[config.mk]
export PLATFORM = sky130hd
export DESIGN_NAME = pipe_ctrl_flat
export DESIGN_NICKNAME = d
export VERILOG_FILES = /design/src/rtl/pipe_pkg.sv /design/src/rtl/pipe_ctrl_if.sv /design/src/rtl/pipe_ctrl_hazard_detect.sv /design/src/rtl/pipe_ctrl.sv /design/src/flat_wrapper.sv
export SDC_FILE = /design/constraint.sdc
export NUM_CORES = 1
export LEC_CHECK = 0
export CAP_MARGIN = 20
export CORE_UTILIZATION = 40
export CTS_CLUSTER_DIAMETER = 50
export DETAILED_ROUTE_END_ITERATION = 7
export HOLD_SLACK_MARGIN = 0.12
export MAX_ROUTING_LAYER = met4
export PLACE_DENSITY = 0.72
export SYNTH_ARGS = -nofsm -noshare
export SYNTH_HDL_FRONTEND = slang
export SYNTH_SLANG_ARGS = --single-unit
[constraint.sdc]
create_clock -name clk -period 3.75 [get_ports clk]
set_input_delay 0.75 -clock clk [delete_from_list [all_inputs] [get_ports clk]]
set_output_delay 0.75 -clock clk [all_outputs]
set_load 0.05 [all_outputs]
[src/rtl/pipe_pkg.sv]
// Shared types for the pipeline sequencer: FSM encoding, register-number width
// and the per-stage enable/flush bundles used to build the output priority.
package pipe_pkg;

   localparam int REG_ADDR_W = 3;

   typedef logic [REG_ADDR_W-1:0] reg_addr_t;

   typedef enum logic [1:0] {
      RUN      = 2'b00,
      MEM_WAIT = 2'b01,
      HALT     = 2'b10
   } state_t;

   typedef struct packed {
      logic pc;
      logic ifid;
      logic idex;
      logic exmem;
      logic memwb;
   } stage_en_t;

   typedef struct packed {
      logic ifid;
      logic idex;
      logic exmem;
      logic memwb;
   } stage_flush_t;

   localparam stage_en_t    EN_ALL   = '1;
   localparam stage_en_t    EN_NONE  = '0;
   localparam stage_flush_t FL_NONE  = '0;

endpackage

[src/rtl/pipe_ctrl_if.sv]
// Hazard inputs from the datapath and stage-register controls back to it.
// master = datapath side, slave = the sequencer.
interface pipe_ctrl_if;
   import pipe_pkg::*;

   reg_addr_t id_rs;
   reg_addr_t id_rt;
   logic      id_rs_used;
   logic      id_rt_used;
   logic      ex_RegWrt;
   logic      mem_RegWrt;
   logic      wb_RegWrt;
   reg_addr_t ex_write_reg;
   reg_addr_t mem_write_reg;
   reg_addr_t wb_write_reg;
   logic      br_taken;
   logic      mem_req;
   logic      mem_done;
   logic      halt_in;

   logic      pc_en;
   logic      ifid_en;
   logic      idex_en;
   logic      exmem_en;
   logic      memwb_en;
   logic      ifid_flush;
   logic      idex_flush;
   logic      exmem_flush;
   logic      memwb_flush;

   modport master (
      output id_rs, id_rt, id_rs_used, id_rt_used,
             ex_RegWrt, mem_RegWrt, wb_RegWrt,
             ex_write_reg, mem_write_reg, wb_write_reg,
             br_taken, mem_req, mem_done, halt_in,
      input  pc_en, ifid_en, idex_en, exmem_en, memwb_en,
             ifid_flush, idex_flush, exmem_flush, memwb_flush
   );

   modport slave (
      input  id_rs, id_rt, id_rs_used, id_rt_used,
             ex_RegWrt, mem_RegWrt, wb_RegWrt,
             ex_write_reg, mem_write_reg, wb_write_reg,
             br_taken, mem_req, mem_done, halt_in,
      output pc_en, ifid_en, idex_en, exmem_en, memwb_en,
             ifid_flush, idex_flush, exmem_flush, memwb_flush
   );

endinterface

[src/rtl/pipe_ctrl_hazard_detect.sv]
// Combinational RAW detector: does the instruction in ID read a register that an
// older in-flight instruction has not yet written back?
module hazard_detect
   import pipe_pkg::*;
#(
   parameter bit WB_BYPASS = 1'b1
) (
   input  reg_addr_t id_rs,
   input  reg_addr_t id_rt,
   input  logic      id_rs_used,
   input  logic      id_rt_used,
   input  logic      ex_RegWrt,
   input  logic      mem_RegWrt,
   input  logic      wb_RegWrt,
   input  reg_addr_t ex_write_reg,
   input  reg_addr_t mem_write_reg,
   input  reg_addr_t wb_write_reg,
   output logic      raw
);

   logic rs_hit;
   logic rt_hit;

   // r0 is an ordinary register here, so no zero-register exclusion.
   always_comb begin
      rs_hit = (ex_RegWrt  && (id_rs == ex_write_reg))
            || (mem_RegWrt && (id_rs == mem_write_reg))
            || ((WB_BYPASS == 1'b0) && wb_RegWrt && (id_rs == wb_write_reg));
      rt_hit = (ex_RegWrt  && (id_rt == ex_write_reg))
            || (mem_RegWrt && (id_rt == mem_write_reg))
            || ((WB_BYPASS == 1'b0) && wb_RegWrt && (id_rt == wb_write_reg));
      raw    = (id_rs_used && rs_hit) || (id_rt_used && rt_hit);
   end

endmodule

[src/rtl/pipe_ctrl.sv]
// Pipeline sequencer: per-cycle advance/hold/bubble decisions for PC and the four
// stage registers, plus a data-memory timeout watchdog and stall-cycle counter.
module pipe_ctrl
   import pipe_pkg::*;
#(
   parameter bit          WB_BYPASS   = 1'b1,
   parameter int unsigned MEM_TIMEOUT = 64,
   parameter int unsigned CNT_W       = 16
) (
   input  logic             clk,
   input  logic             rst,
   pipe_ctrl_if.slave       bus,
   output logic             halted,
   output logic             mem_err,
   output logic [CNT_W-1:0] stall_cycles
);

   if ((MEM_TIMEOUT < 2) || (MEM_TIMEOUT > 65535)) begin : g_bad_timeout
      $error("MEM_TIMEOUT must be in 2..65535");
   end

   localparam logic [15:0] TIMEOUT_LAST = 16'(MEM_TIMEOUT - 1);

   state_t           state_q, state_d;
   logic [15:0]      wait_cnt_q, wait_cnt_d;
   logic [CNT_W-1:0] stall_q;
   logic             mem_err_q;
   logic             err_set;
   logic             raw;
   logic             mstall;
   logic             count_stall;
   stage_en_t        en;
   stage_flush_t     fl;

   hazard_detect #(
      .WB_BYPASS (WB_BYPASS)
   ) u_hazard (
      .id_rs         (bus.id_rs),
      .id_rt         (bus.id_rt),
      .id_rs_used    (bus.id_rs_used),
      .id_rt_used    (bus.id_rt_used),
      .ex_RegWrt     (bus.ex_RegWrt),
      .mem_RegWrt    (bus.mem_RegWrt),
      .wb_RegWrt     (bus.wb_RegWrt),
      .ex_write_reg  (bus.ex_write_reg),
      .mem_write_reg (bus.mem_write_reg),
      .wb_write_reg  (bus.wb_write_reg),
      .raw           (raw)
   );

   assign mstall = bus.mem_req && !bus.mem_done && (state_q != HALT);

   always_comb begin
      // NOTE: every output of this block gets a default first, so no path can
      // leave one unassigned and infer a latch.
      state_d    = state_q;
      err_set    = 1'b0;
      en         = EN_ALL;
      fl         = FL_NONE;

      unique case (state_q)
         RUN: begin
            if (bus.halt_in)  state_d = HALT;
            else if (mstall)  state_d = MEM_WAIT;
         end
         MEM_WAIT: begin
            // A completion in the timeout cycle still counts as success.
            if (bus.mem_done) begin
               state_d = RUN;
            end else if (wait_cnt_q == TIMEOUT_LAST) begin
               state_d = HALT;
               err_set = 1'b1;
            end
         end
         HALT:    state_d = HALT;
         default: state_d = RUN;
      endcase

      if (state_q == HALT) begin
         en = EN_NONE;
      end else if ((state_q == RUN) && bus.halt_in) begin
         en = EN_NONE;
      end else if (mstall) begin
         // Freeze PC..EX/MEM; WB keeps draining and receives bubbles.
         en       = EN_NONE;
         en.memwb = 1'b1;
         fl.memwb = 1'b1;
      end else if (bus.br_taken) begin
         fl.ifid = 1'b1;
         fl.idex = 1'b1;
      end else if (raw) begin
         en.pc   = 1'b0;
         en.ifid = 1'b0;
         fl.idex = 1'b1;
      end

      wait_cnt_d = (state_q == MEM_WAIT) ? wait_cnt_q + 16'd1 : wait_cnt_q;
      if (state_d == RUN) wait_cnt_d = '0;
   end

   assign count_stall = (state_q != HALT) && !en.pc;

   always_ff @(posedge clk or negedge rst) begin
      if (!rst) begin
         state_q    <= RUN;
         wait_cnt_q <= '0;
         stall_q    <= '0;
         mem_err_q  <= 1'b0;
      end else begin
         // NOTE: non-blocking assignments so every register samples the
         // pre-edge values regardless of statement order.
         state_q    <= state_d;
         wait_cnt_q <= wait_cnt_d;
         if (err_set) mem_err_q <= 1'b1;
         if (count_stall && (stall_q != '1)) stall_q <= stall_q + CNT_W'(1);
      end
   end

   // Reset forces every stage to hold a bubble without needing a clock edge.
   assign bus.pc_en       = rst && en.pc;
   assign bus.ifid_en     = rst && en.ifid;
   assign bus.idex_en     = rst && en.idex;
   assign bus.exmem_en    = rst && en.exmem;
   assign bus.memwb_en    = rst && en.memwb;
   assign bus.ifid_flush  = !rst || fl.ifid;
   assign bus.idex_flush  = !rst || fl.idex;
   assign bus.exmem_flush = !rst || fl.exmem;
   assign bus.memwb_flush = !rst || fl.memwb;

   assign halted       = rst && (state_q == HALT);
   assign mem_err      = mem_err_q;
   assign stall_cycles = stall_q;

endmodule

[src/flat_wrapper.sv]
// flat-port wrapper written by rule: the top's interface ports become plain ports
module pipe_ctrl_flat import pipe_pkg::*;
#(
   parameter bit          WB_BYPASS   = 1'b1,
   parameter int unsigned MEM_TIMEOUT = 64,
   parameter int unsigned CNT_W       = 16
)
  (clk, rst, halted, mem_err, stall_cycles, bus_id_rs, bus_id_rt, bus_id_rs_used, bus_id_rt_used, bus_ex_RegWrt, bus_mem_RegWrt, bus_wb_RegWrt, bus_ex_write_reg, bus_mem_write_reg, bus_wb_write_reg, bus_br_taken, bus_mem_req, bus_mem_done, bus_halt_in, bus_pc_en, bus_ifid_en, bus_idex_en, bus_exmem_en, bus_memwb_en, bus_ifid_flush, bus_idex_flush, bus_exmem_flush, bus_memwb_flush);
  pipe_ctrl_if bus_i ();
  input  logic clk;
  input  logic rst;
  output logic halted;
  output logic mem_err;
  output logic [CNT_W-1:0] stall_cycles;
  input wire logic [$bits(bus_i.id_rs)-1:0] bus_id_rs;
  input wire logic [$bits(bus_i.id_rt)-1:0] bus_id_rt;
  input wire logic [$bits(bus_i.id_rs_used)-1:0] bus_id_rs_used;
  input wire logic [$bits(bus_i.id_rt_used)-1:0] bus_id_rt_used;
  input wire logic [$bits(bus_i.ex_RegWrt)-1:0] bus_ex_RegWrt;
  input wire logic [$bits(bus_i.mem_RegWrt)-1:0] bus_mem_RegWrt;
  input wire logic [$bits(bus_i.wb_RegWrt)-1:0] bus_wb_RegWrt;
  input wire logic [$bits(bus_i.ex_write_reg)-1:0] bus_ex_write_reg;
  input wire logic [$bits(bus_i.mem_write_reg)-1:0] bus_mem_write_reg;
  input wire logic [$bits(bus_i.wb_write_reg)-1:0] bus_wb_write_reg;
  input wire logic [$bits(bus_i.br_taken)-1:0] bus_br_taken;
  input wire logic [$bits(bus_i.mem_req)-1:0] bus_mem_req;
  input wire logic [$bits(bus_i.mem_done)-1:0] bus_mem_done;
  input wire logic [$bits(bus_i.halt_in)-1:0] bus_halt_in;
  output wire logic [$bits(bus_i.pc_en)-1:0] bus_pc_en;
  output wire logic [$bits(bus_i.ifid_en)-1:0] bus_ifid_en;
  output wire logic [$bits(bus_i.idex_en)-1:0] bus_idex_en;
  output wire logic [$bits(bus_i.exmem_en)-1:0] bus_exmem_en;
  output wire logic [$bits(bus_i.memwb_en)-1:0] bus_memwb_en;
  output wire logic [$bits(bus_i.ifid_flush)-1:0] bus_ifid_flush;
  output wire logic [$bits(bus_i.idex_flush)-1:0] bus_idex_flush;
  output wire logic [$bits(bus_i.exmem_flush)-1:0] bus_exmem_flush;
  output wire logic [$bits(bus_i.memwb_flush)-1:0] bus_memwb_flush;
  assign bus_i.id_rs = bus_id_rs;
  assign bus_i.id_rt = bus_id_rt;
  assign bus_i.id_rs_used = bus_id_rs_used;
  assign bus_i.id_rt_used = bus_id_rt_used;
  assign bus_i.ex_RegWrt = bus_ex_RegWrt;
  assign bus_i.mem_RegWrt = bus_mem_RegWrt;
  assign bus_i.wb_RegWrt = bus_wb_RegWrt;
  assign bus_i.ex_write_reg = bus_ex_write_reg;
  assign bus_i.mem_write_reg = bus_mem_write_reg;
  assign bus_i.wb_write_reg = bus_wb_write_reg;
  assign bus_i.br_taken = bus_br_taken;
  assign bus_i.mem_req = bus_mem_req;
  assign bus_i.mem_done = bus_mem_done;
  assign bus_i.halt_in = bus_halt_in;
  assign bus_pc_en = bus_i.pc_en;
  assign bus_ifid_en = bus_i.ifid_en;
  assign bus_idex_en = bus_i.idex_en;
  assign bus_exmem_en = bus_i.exmem_en;
  assign bus_memwb_en = bus_i.memwb_en;
  assign bus_ifid_flush = bus_i.ifid_flush;
  assign bus_idex_flush = bus_i.idex_flush;
  assign bus_exmem_flush = bus_i.exmem_flush;
  assign bus_memwb_flush = bus_i.memwb_flush;
  pipe_ctrl #(.WB_BYPASS(WB_BYPASS), .MEM_TIMEOUT(MEM_TIMEOUT), .CNT_W(CNT_W)) u_core (.clk(clk), .rst(rst), .bus(bus_i), .halted(halted), .mem_err(mem_err), .stall_cycles(stall_cycles));
endmodule
Word level (Yosys, flattened, before mapping)
Index checks and enable logic that the tools add are counted.
{ "word_totals": {"latch_bits": 0, "n_memories": 0, "ramBits": 0, "mem_bits_ro": 0, "wordCells": 69, "out_inout_bits": 27, "reg_bits": 35, "input_bits": 26} }
{ "classes": {"eq_ne": 9, "shift": 0, "bitwise": 0, "div": 0, "order_cmp": 0, "addsub": 2, "multipliers": 0, "n_reduce_logical": 29, "mux": 25} }
{ "op_table": {"columns": ["op", "n"], "rows": [
  ["$add 16x1->16 const B", 2],
  ["$mux 16", 2],
  ["$mux 2", 10],
  ["$logic_and 1x1->1", 17],
  ["$eq 16x6->1 const B", 1],
  ["$ne 16x16->1 const B", 1],
  ["$eq 3x3->1", 4],
  ["$mux 5", 2],
  ["$mux 1", 9],
  ["$logic_or 1x1->1", 6],
  ["$pmux 2 s3", 1],
  ["$logic_not 2->1", 2],
  ["$logic_not 1->1", 3],
  ["$mux 3", 1],
  ["$eq 2x1->1 const B", 1],
  ["$eq 2x2->1 const B", 1],
  ["$ne 2x2->1 const B", 1],
  ["$reduce_bool 2->1", 1]
]} }

Depth between registers and ports, before layout
Gate-level depths: netlist of the first run.
{ "depth": {"ltp_word": 13, "ltp_mapped": 9, "mapped_depth_nobuf": 6} }

Cells and area by module
From an unflattened synthesis of the first run, not the netlist that was laid out.
{ "unflattened": {"hier_cells": 204, "area_unflattened_um2": 1960.6} }
{ "modules_own_cells": {"columns": ["mod", "area_each_um2", "instances", "cells_each", "seq_area_each_um2"], "rows": [
  ["pipe_ctrl", 1814.2, 1, 185, 875.8],
  ["hazard_detect", 146.4, 1, 19, 0.0]
]} }

Worst setup path after synthesis of the first run
No wires, ideal clock.
{ "synth_timing": {"path_kind": "input to output", "start": "in rst", "end": "out bus_pc_en", "required_time_ps": 3000, "slack_ps": -128, "cell_stages": 4, "n_path_buf": 1, "arrival_time_ps": 3128, "cell_sequence": "inv_1 nor3_1 and3_1 buf_4"} }
{ "synth_via": {"elab_chain_cells": 1} }
{ "synth_lines": {"columns": ["item", "line_no", "text"], "rows": [
  ["start, declared", "flat_wrapper.sv:11", "input logic rst;"],
  ["$logic_and 1x1->1", "pipe_ctrl.sv:120", "assign bus.pc_en = rst && en.pc;"],
  ["end, declared", "flat_wrapper.sv:29", "output wire logic [$bits(bus_i.pc_en)-1:0] bus_pc_en;"]
]} }
No other way between the ends.

Worst setup path in the final report of the first run
{ "layout_timing": {"start": "in bus_halt_in", "end": "out bus_memwb_en"} }
{ "layout_via": {"elab_chain_cells": 4} }
{ "layout_lines": {"columns": ["item", "line_no", "text"], "rows": [
  ["start, declared", "flat_wrapper.sv:28", "input wire logic [$bits(bus_i.halt_in)-1:0] bus_halt_in;"],
  ["$logic_and 1x1->1", "pipe_ctrl.sv:81", "end else if ((state_q == RUN) && bus.halt_in) begin"],
  ["$mux 5", "pipe_ctrl.sv:81", null],
  ["$mux 5", "pipe_ctrl.sv:79", "if (state_q == HALT) begin"],
  ["$logic_and 1x1->1", "pipe_ctrl.sv:124", "assign bus.memwb_en = rst && en.memwb;"],
  ["end, declared", "flat_wrapper.sv:33", "output wire logic [$bits(bus_i.memwb_en)-1:0] bus_memwb_en;"]
]} }
No other way between the ends.

==> key figures, run 1 <==
Run status
  • Status: completed

Timing
  • Final setup fails: 0
  • Worst slew margin: 41.5%
  • Min cycle time layout: 3120 ps
  • Total count of max-transition violations in the final report: 0
  • Slew @ Worst Pin: 877 ps
  • Final hold slack: around 450 ps
  • Final hold vios: 0
  • RSZ-0062 raised after global routing: no
  • Max Fclk: 320 MHz
  • Clk_skew: roughly 7.7 ps
  • Setup TNS Final: 0 ps
  • Setup ws final: 626 ps
  • Final period util: between 80% and 90%

Run
  • Number of max-cap violations: 0

Floorplan
  • Die width: 82.0 um
  • Die area: 6730 um^2
  • Core area: 6060 um^2
  • Initial Utilization: 42.3%
  • Std-Cell Rows: 28
  • IO Pins: between 50 and 60
  • DIE HEIGHT: 82.0 um

Critical path
  • Critical R2R Launch: u_core.stall_cycles[0]
  • Cell Chain, Critical Path: clkdlybuf4s50_1, nor2_1, nor2_1, nor2_1, clkdlybuf4s50_1
  • R2r setup slk: slightly above 1000 ps
  • Worst path max stage delay: 800 ps
  • Worst setup startpoint: bus_halt_in
  • R2R cell count: 6
  • Critical Path AT: about 2400 ps
  • Worst Setup Start Kind: input port
  • Type of the worst setup path: input port to primary output
  • CP required: 3000 ps
  • Critical path's slowest cell: clkdlybuf4s50_1
  • Worst-path fanout max: 4
  • R2r endpoint: u_core.stall_cycles[11]
  • Most frequent CP cell: nor2_1
  • Crit path capture type: primary output

Route
  • Met3 routed wirelength: a little under 300 um
  • Iter 0 DRT Violations: 156
  • DRC viols: 0
  • Highest routed layer: met4
  • Vias per cell: ~5.9
  • Met2 routed WL: 3060 um
  • WL/cell: between 15 and 20 um
  • Detail Route Antenna Nets: 0
  • Metal-1 WL: 3080 um
  • Routed vias: 2509
  • Drt first pass iters: 4
  • WL final: 6540 um

Global routing
  • Total GRT Usage: 21.5%
  • Vias in the first global route: 2379
  • First-pass GRT wire length: 10900 um
  • Initial antenna violation count: 0
  • Gr ovfl total: 0
  • Largest net degree at the start of global routing: 28

Clocking
  • Reg clk slew, reported paths: around 80 ps
  • Clock buffer depth: 2
  • Cts hold-fix bufs: 0
  • Post-CTS Setup Inserts: 0
  • Latest clock arrival within the worst-skew pair: around 290 ps
  • Cts repair resizes: 0
  • H-tree Lvls: 2
  • CTS Root Cell: clkbuf_8
  • Num Clock Sinks: 35
  • TritonCTS Buffers: 5
  • CTS tree: done

Pwr
  • Switching portion of total power: 29.3%
  • Maximum VDD drop: 189 uV
  • Clock power share: 37.6%
  • Int Power: 0.780 mW
  • Leak: 1.22 nW
  • Power Density: 345 nW/um^2
  • Sw Pwr: 0.324 mW
  • Sequential group share of total power: between 40% and 50%
  • Logic pwr share: 21.1%
  • Overall power: 1.10 mW

Yosys
  • Post-Syn Area: 2560 um^2
  • Ys flop type: dfrtp_1
  • Syn avg cell area: around 8.4 um^2
  • Share of the synthesized area in the top cell type: 34.2%
  • Register area share after synthesis: between 30% and 40%
  • Ys async rst share: 100%
  • Synth cell types: 47
  • Yosys Warn Count: 0
  • Top cell type by total area after synthesis: dfrtp_1
  • Synth Register Bits: 35
  • Mapped Nets: 333
  • Number of synthesized flops with an enable pin: 0
  • Cell count after synthesis: 305
  • Synth area leaders: dfrtp_1 34%, xnor2_1 6.2%, nand4_1 5.6%, o21ai_0 3.9%, or4_1 3.5%

Layout
  • Nets: 374
  • Fill cells: 582
  • Multi-input logic area: 1530 um^2
  • Post-route design area: 3200 um^2
  • Final Instance Count excl. Fillers: 422
  • Final Core Density: approximately 53%
  • ANT cells: 0
  • Layout cells sized above 1: 9.80%
  • Sequential cell area: 876 um^2
  • Syn-to-layout area delta: 25.0%

Placement
  • Placed cell area: 3070 um^2
  • HPWL Detailed: 4660 um
  • IO buf count: 48
  • Setup WS pre-CTS: 636 ps
  • Placed insts: 414
  • GPL Wtd Cong: 0.799

Min path
  • Hold Crit Class: input port to asynchronous set/reset pin
==> cells by family after synthesis <==
group                    after synthesis  share of synthesized area (%)
flip-flops                            35                           34.2
AO/OA/AOI/OAI                         74                           20.1
adder cells (fa/ha/maj)                2                          0.976
AND/OR/NAND/NOR                      138                           30.7
buffers and inverters                 34                           6.49
XOR/XNOR                              22                           7.52
==> power groups by stage <==
stage	clock [mW]	sequential, mW	combinational [mW]
after global routing	0.435	0.460	0.260
after CTS	0.421	0.454	0.234
after global placement	0	0.459	0.228
after detailed placement	0	0.461	0.233
after floorplan	0	0.467	0.144
final	0.415	0.456	0.232
==> critical path, delay by kind of cell <==
kind                   cells  cell delay, ps
AND/OR/NAND/NOR            3             380
buffers and inverters      2            1240
==> state kept, by name (all words and copies together), names as in the netlist <==
name                 flops
u_core.stall_cycles     16
u_core.wait_cnt_q       16
u_core.state_q           2
u_core.mem_err           1
==> how the worst max path moves through the flow <==
stage,slack (ps),to
after floorplan,360,bus_pc_en
after global placement,640,bus_memwb_en
after detailed placement,640,bus_memwb_en
after CTS,630,bus_memwb_en
after global routing,470,bus_memwb_en
final,630,bus_memwb_en
==> Yosys cell counts (all sizes together), types with 3 or more instances <==
library cell / instances
o211a: 4
o211ai: 10
and4: 5
nor3: 5
dfrtp: 35
or4: 13
a211oi: 7
and3: 5
nor4: 8
and2: 3
nor2: 20
nand4: 23
a21oi: 13
inv: 10
nand2: 20
nor2b: 7
o311ai: 4
xor2: 4
clkbuf: 16
o21ai: 20
nand2b: 4
xnor2: 18
nand3: 10
buf: 8
or3: 11
==> final cells by class <==
type | instances | area share, %
flip-flops and latches | 35 | 27.4
multi-input cells | 236 | 47.6
repair buffers | 58 | 16.6
well taps | 75 | 2.93
clock inverters | 3 | 2.11
clock buffers | 5 | 2.15
inverters | 10 | 1.17
==> cell usage in the layout (no fill, tap or decap), types with 3 or more instances in the layout <==
cell             instances
o211ai_2                 3
and4_1                   3
nor2_1                  20
nor3_1                   4
nand4_1                 23
o311ai_1                 4
or3_1                   11
nand2_1                 20
xor2_1                   4
o211a_1                  4
and2_1                   3
a21oi_1                 13
nand3_1                 10
xnor2_1                 18
buf_4                   17
or4_1                   12
nor2b_1                  7
inv_1                   10
a211oi_1                 7
o21ai_0                 20
dfrtp_1                 35
clkdlybuf4s50_1         40
nor4_1                   8
and3_1                   5
nand2b_1                 4
o211ai_1                 7
clkbuf_8                 5
==> per-layer routing <==
metal	vias up	global-route usage [%]
met4	0	8.25
li1	1238	-
met5	-	-
met1	1193	28.7
met2	66	32.1
met3	12	4.11
No activity file was read; power rests on OpenSTA's default activity.
==> run 2: changes to the inputs <==
==> constraint.sdc (replaced) <==
create_clock -name clk -period 2.95 [get_ports clk]
set_input_delay 0.59 -clock clk [delete_from_list [all_inputs] [get_ports clk]]
set_output_delay 0.59 -clock clk [all_outputs]
set_load 0.05 [all_outputs]
==> key figures, run 2 (same netlist as run 1, synthesis figures left out) <==
Layout
  • Commonest non-fill, non-tap cell in the layout: clkdlybuf4s50_1
  • Final Core Density: 53.9% (+1.1 points)
  • Final Instance Count excl. Fillers: 425 (+0.71%)
  • Syn-to-layout area delta: 27.4%
  • Layout cells sized above 1: 11.4% (+1.6 points)
  • Nets: 377 (+0.80%)
  • ANT cells: 0 (unchanged)
  • Fill cells: 583 (+0.17%)
  • Most frequent cells in the layout: 37 x clkdlybuf4s50_1, 35 x dfrtp_1, 23 x nand4_1

Global routing
  • Gr ovfl total: 0 (unchanged)
  • Largest net degree at the start of global routing: 40 (+43%)
  • First-pass GRT wire length: 10900 um (-0.39%)
  • Vias in the first global route: 2297 (-3.4%)
  • Initial antenna violation count: 0 (unchanged)
  • Total GRT Usage: 21.4% (-0.15 points)

Critical path
  • Type of the worst setup path: input port to primary output
  • R2r endpoint: u_core.stall_cycles[7]
  • Worst path buffer plus inverter count: 2 (unchanged)
  • Worst setup startpoint: bus_id_rs[1]
  • CP endpoint: bus_ifid_en
  • Crit path max-delay family: buffers and inverters
  • R2R cell count: 7 (+1)
  • Critical path's slowest cell: clkdlybuf4s50_1
  • Worst Setup Start Kind: input port
  • CP required: 2360 ps (-640 ps)
  • Crit. path cell count: 6 (+1)
  • Worst path max stage delay: 510 ps (-290 ps)
  • Cell Chain, Critical Path: clkdlybuf4s50_1, xnor2_1, nand4_1, a211o_1, and3_1, buf_4
  • Critical R2R Launch: u_core.stall_cycles[0]
  • Crit path capture type: primary output
  • Worst-path fanout max: 3 (-1)
  • Critical Path AT: 2170 ps (-200 ps)
  • R2r setup slk: 430 ps (-600 ps)

Timing
  • Final setup fails: 0 (unchanged)
  • Final hold vios: 0 (unchanged)
  • RSZ-0062 raised after global routing: no
  • Setup ws final: 192 ps (-433 ps)
  • Max Fclk: 363 MHz
  • Total count of max-transition violations in the final report: 0 (unchanged)
  • Slew @ Worst Pin: 603 ps (-274 ps)
  • Final period util: 93.5%
  • Clk_skew: 4.95 ps (-2.78 ps)
  • Min cycle time layout: 2760 ps
  • Worst slew margin: 59.7% (+18 points)
  • Setup TNS Final: 0 ps (unchanged)

Route
  • Routed vias: 2527 (+0.72%)
  • Vias per cell: 5.95 (about the same)
  • WL/cell: 15.1 um (-2.6%)
  • Detail Route Antenna Nets: 0 (unchanged)
  • DRC viols: 0 (unchanged)
  • Iter 0 DRT Violations: 185 (+19%)
  • WL final: 6420 um (-1.9%)
  • Drt first pass iters: 4 (unchanged)

Clocking
  • Reg clk slew, reported paths: 80 ps (about the same)
  • Cts repair resizes: 0 (unchanged)
  • Clock buffer depth: 2 (unchanged)
  • H-tree Lvls: 2 (unchanged)
  • TritonCTS Buffers: 5 (unchanged)
  • Num Clock Sinks: 35 (unchanged)
  • CTS tree: done
  • Latest clock arrival within the worst-skew pair: 290 ps (about the same)
  • Cts hold-fix bufs: 0 (unchanged)
  • CTS Root Cell: clkbuf_8
  • Post-CTS Setup Inserts: 0 (unchanged)

Floorplan
  • Initial Utilization: 42.3% (unchanged)
  • Die area: 6730 um^2 (unchanged)
  • Std-Cell Rows: 28 (unchanged)
  • Core area: 6060 um^2 (unchanged)
  • Die width: 82.0 um (unchanged)
  • DIE HEIGHT: 82.0 um (unchanged)
  • IO Pins: 53 (unchanged)

Pwr
  • Power Density: 407 nW/um^2 (+18%)
  • Leak: 1.26 nW (+2.6%)
  • Overall power: 1.33 mW (+21%)
  • Maximum VDD drop: 200 uV (+5.5%)

Placement
  • HPWL Detailed: 4550 um (-2.3%)
  • Setup WS pre-CTS: 186 ps (-450 ps)
  • Placed insts: 417 (+0.72%)
  • GPL Wtd Cong: 0.838 (+5.0%)
  • IO buf count: 48 (unchanged)

Run
  • Number of max-cap violations: 0 (unchanged)

Run status
  • Status: completed

Min path
  • Hold Crit Class: input port to asynchronous set/reset pin
[run 2: changes by cell type in the layout (fill, tap and decap cells not counted), sizes merged]
cell           before  now
buf                18   24
inv                10   11
clkdlybuf4s50      40   37
bufinv              2    1
clkinv              0    1
clkinvlp            1    0
[run 2: area by class of cell]
cell class | count | area (um^2) | share of cell area, %
Multi-Input combinational cell | 236 | 1530 | 46.9
Sequential cell | 35 | 876 | 26.8
Timing Repair Buffer | 61 | 611 | 18.7
Tap cell | 75 | 93.8 | 2.87
Clock buffer | 5 | 68.8 | 2.11
Clock inverter | 3 | 47.5 | 1.46
Inverter | 10 | 37.5 | 1.15
[run 2: power breakdown]
group | internal, mW | switching, mW | leakage (nW)
Sequential | 0.526 | 0.0517 | 0.369
Combinational | 0.130 | 0.170 | 0.828
Clock | 0.256 | 0.196 | 0.0587
[run 2: worst min-delay path by stage]
| stage | startpoint | endpoint | slack, ps | cells after the start |
|---|---|---|---|---|
| after floorplan | rst | u_core.mem_err | 290 | 0 |
| after global placement | u_core.mem_err | u_core.mem_err | 460 | 2 |
| after detailed placement | u_core.mem_err | u_core.mem_err | 460 | 2 |
| after CTS | rst | u_core.wait_cnt_q[14] | 380 | 2 |
| after global routing | rst | u_core.wait_cnt_q[15] | 400 | 2 |
| final | rst | u_core.state_q[0] | 350 | 2 |
[run 2: metal layers]
| layer | up-vias | wire length (um) | GRT usage, % |
|---|---|---|---|
| met5 | - | 0 | - |
| met4 | 0 | 53 | 5.61 |
| met3 | 4 | 429 | 4.11 |
| met2 | 96 | 2960 | 32.5 |
| met1 | 1183 | 2970 | 29.0 |
| li1 | 1244 | - | - |
[run 2: stage by stage]
stage               hold WS (ps)  instance area, um^2
floorplan                    294                 2570
global placement             457                 3150
detailed placement           464                 3150
CTS                          379                 3270
global route                 398                 3270
finish                       349                 3270
[run 2: worst reg2reg max path, cell delays in order (launching register included)]
cell      delay [ps]
dfrtp_1          460
ha_1             280
and4_1           240
and4_4           250
or2_1            330
buf_4            240
or4_1            510
o211ai_2         140
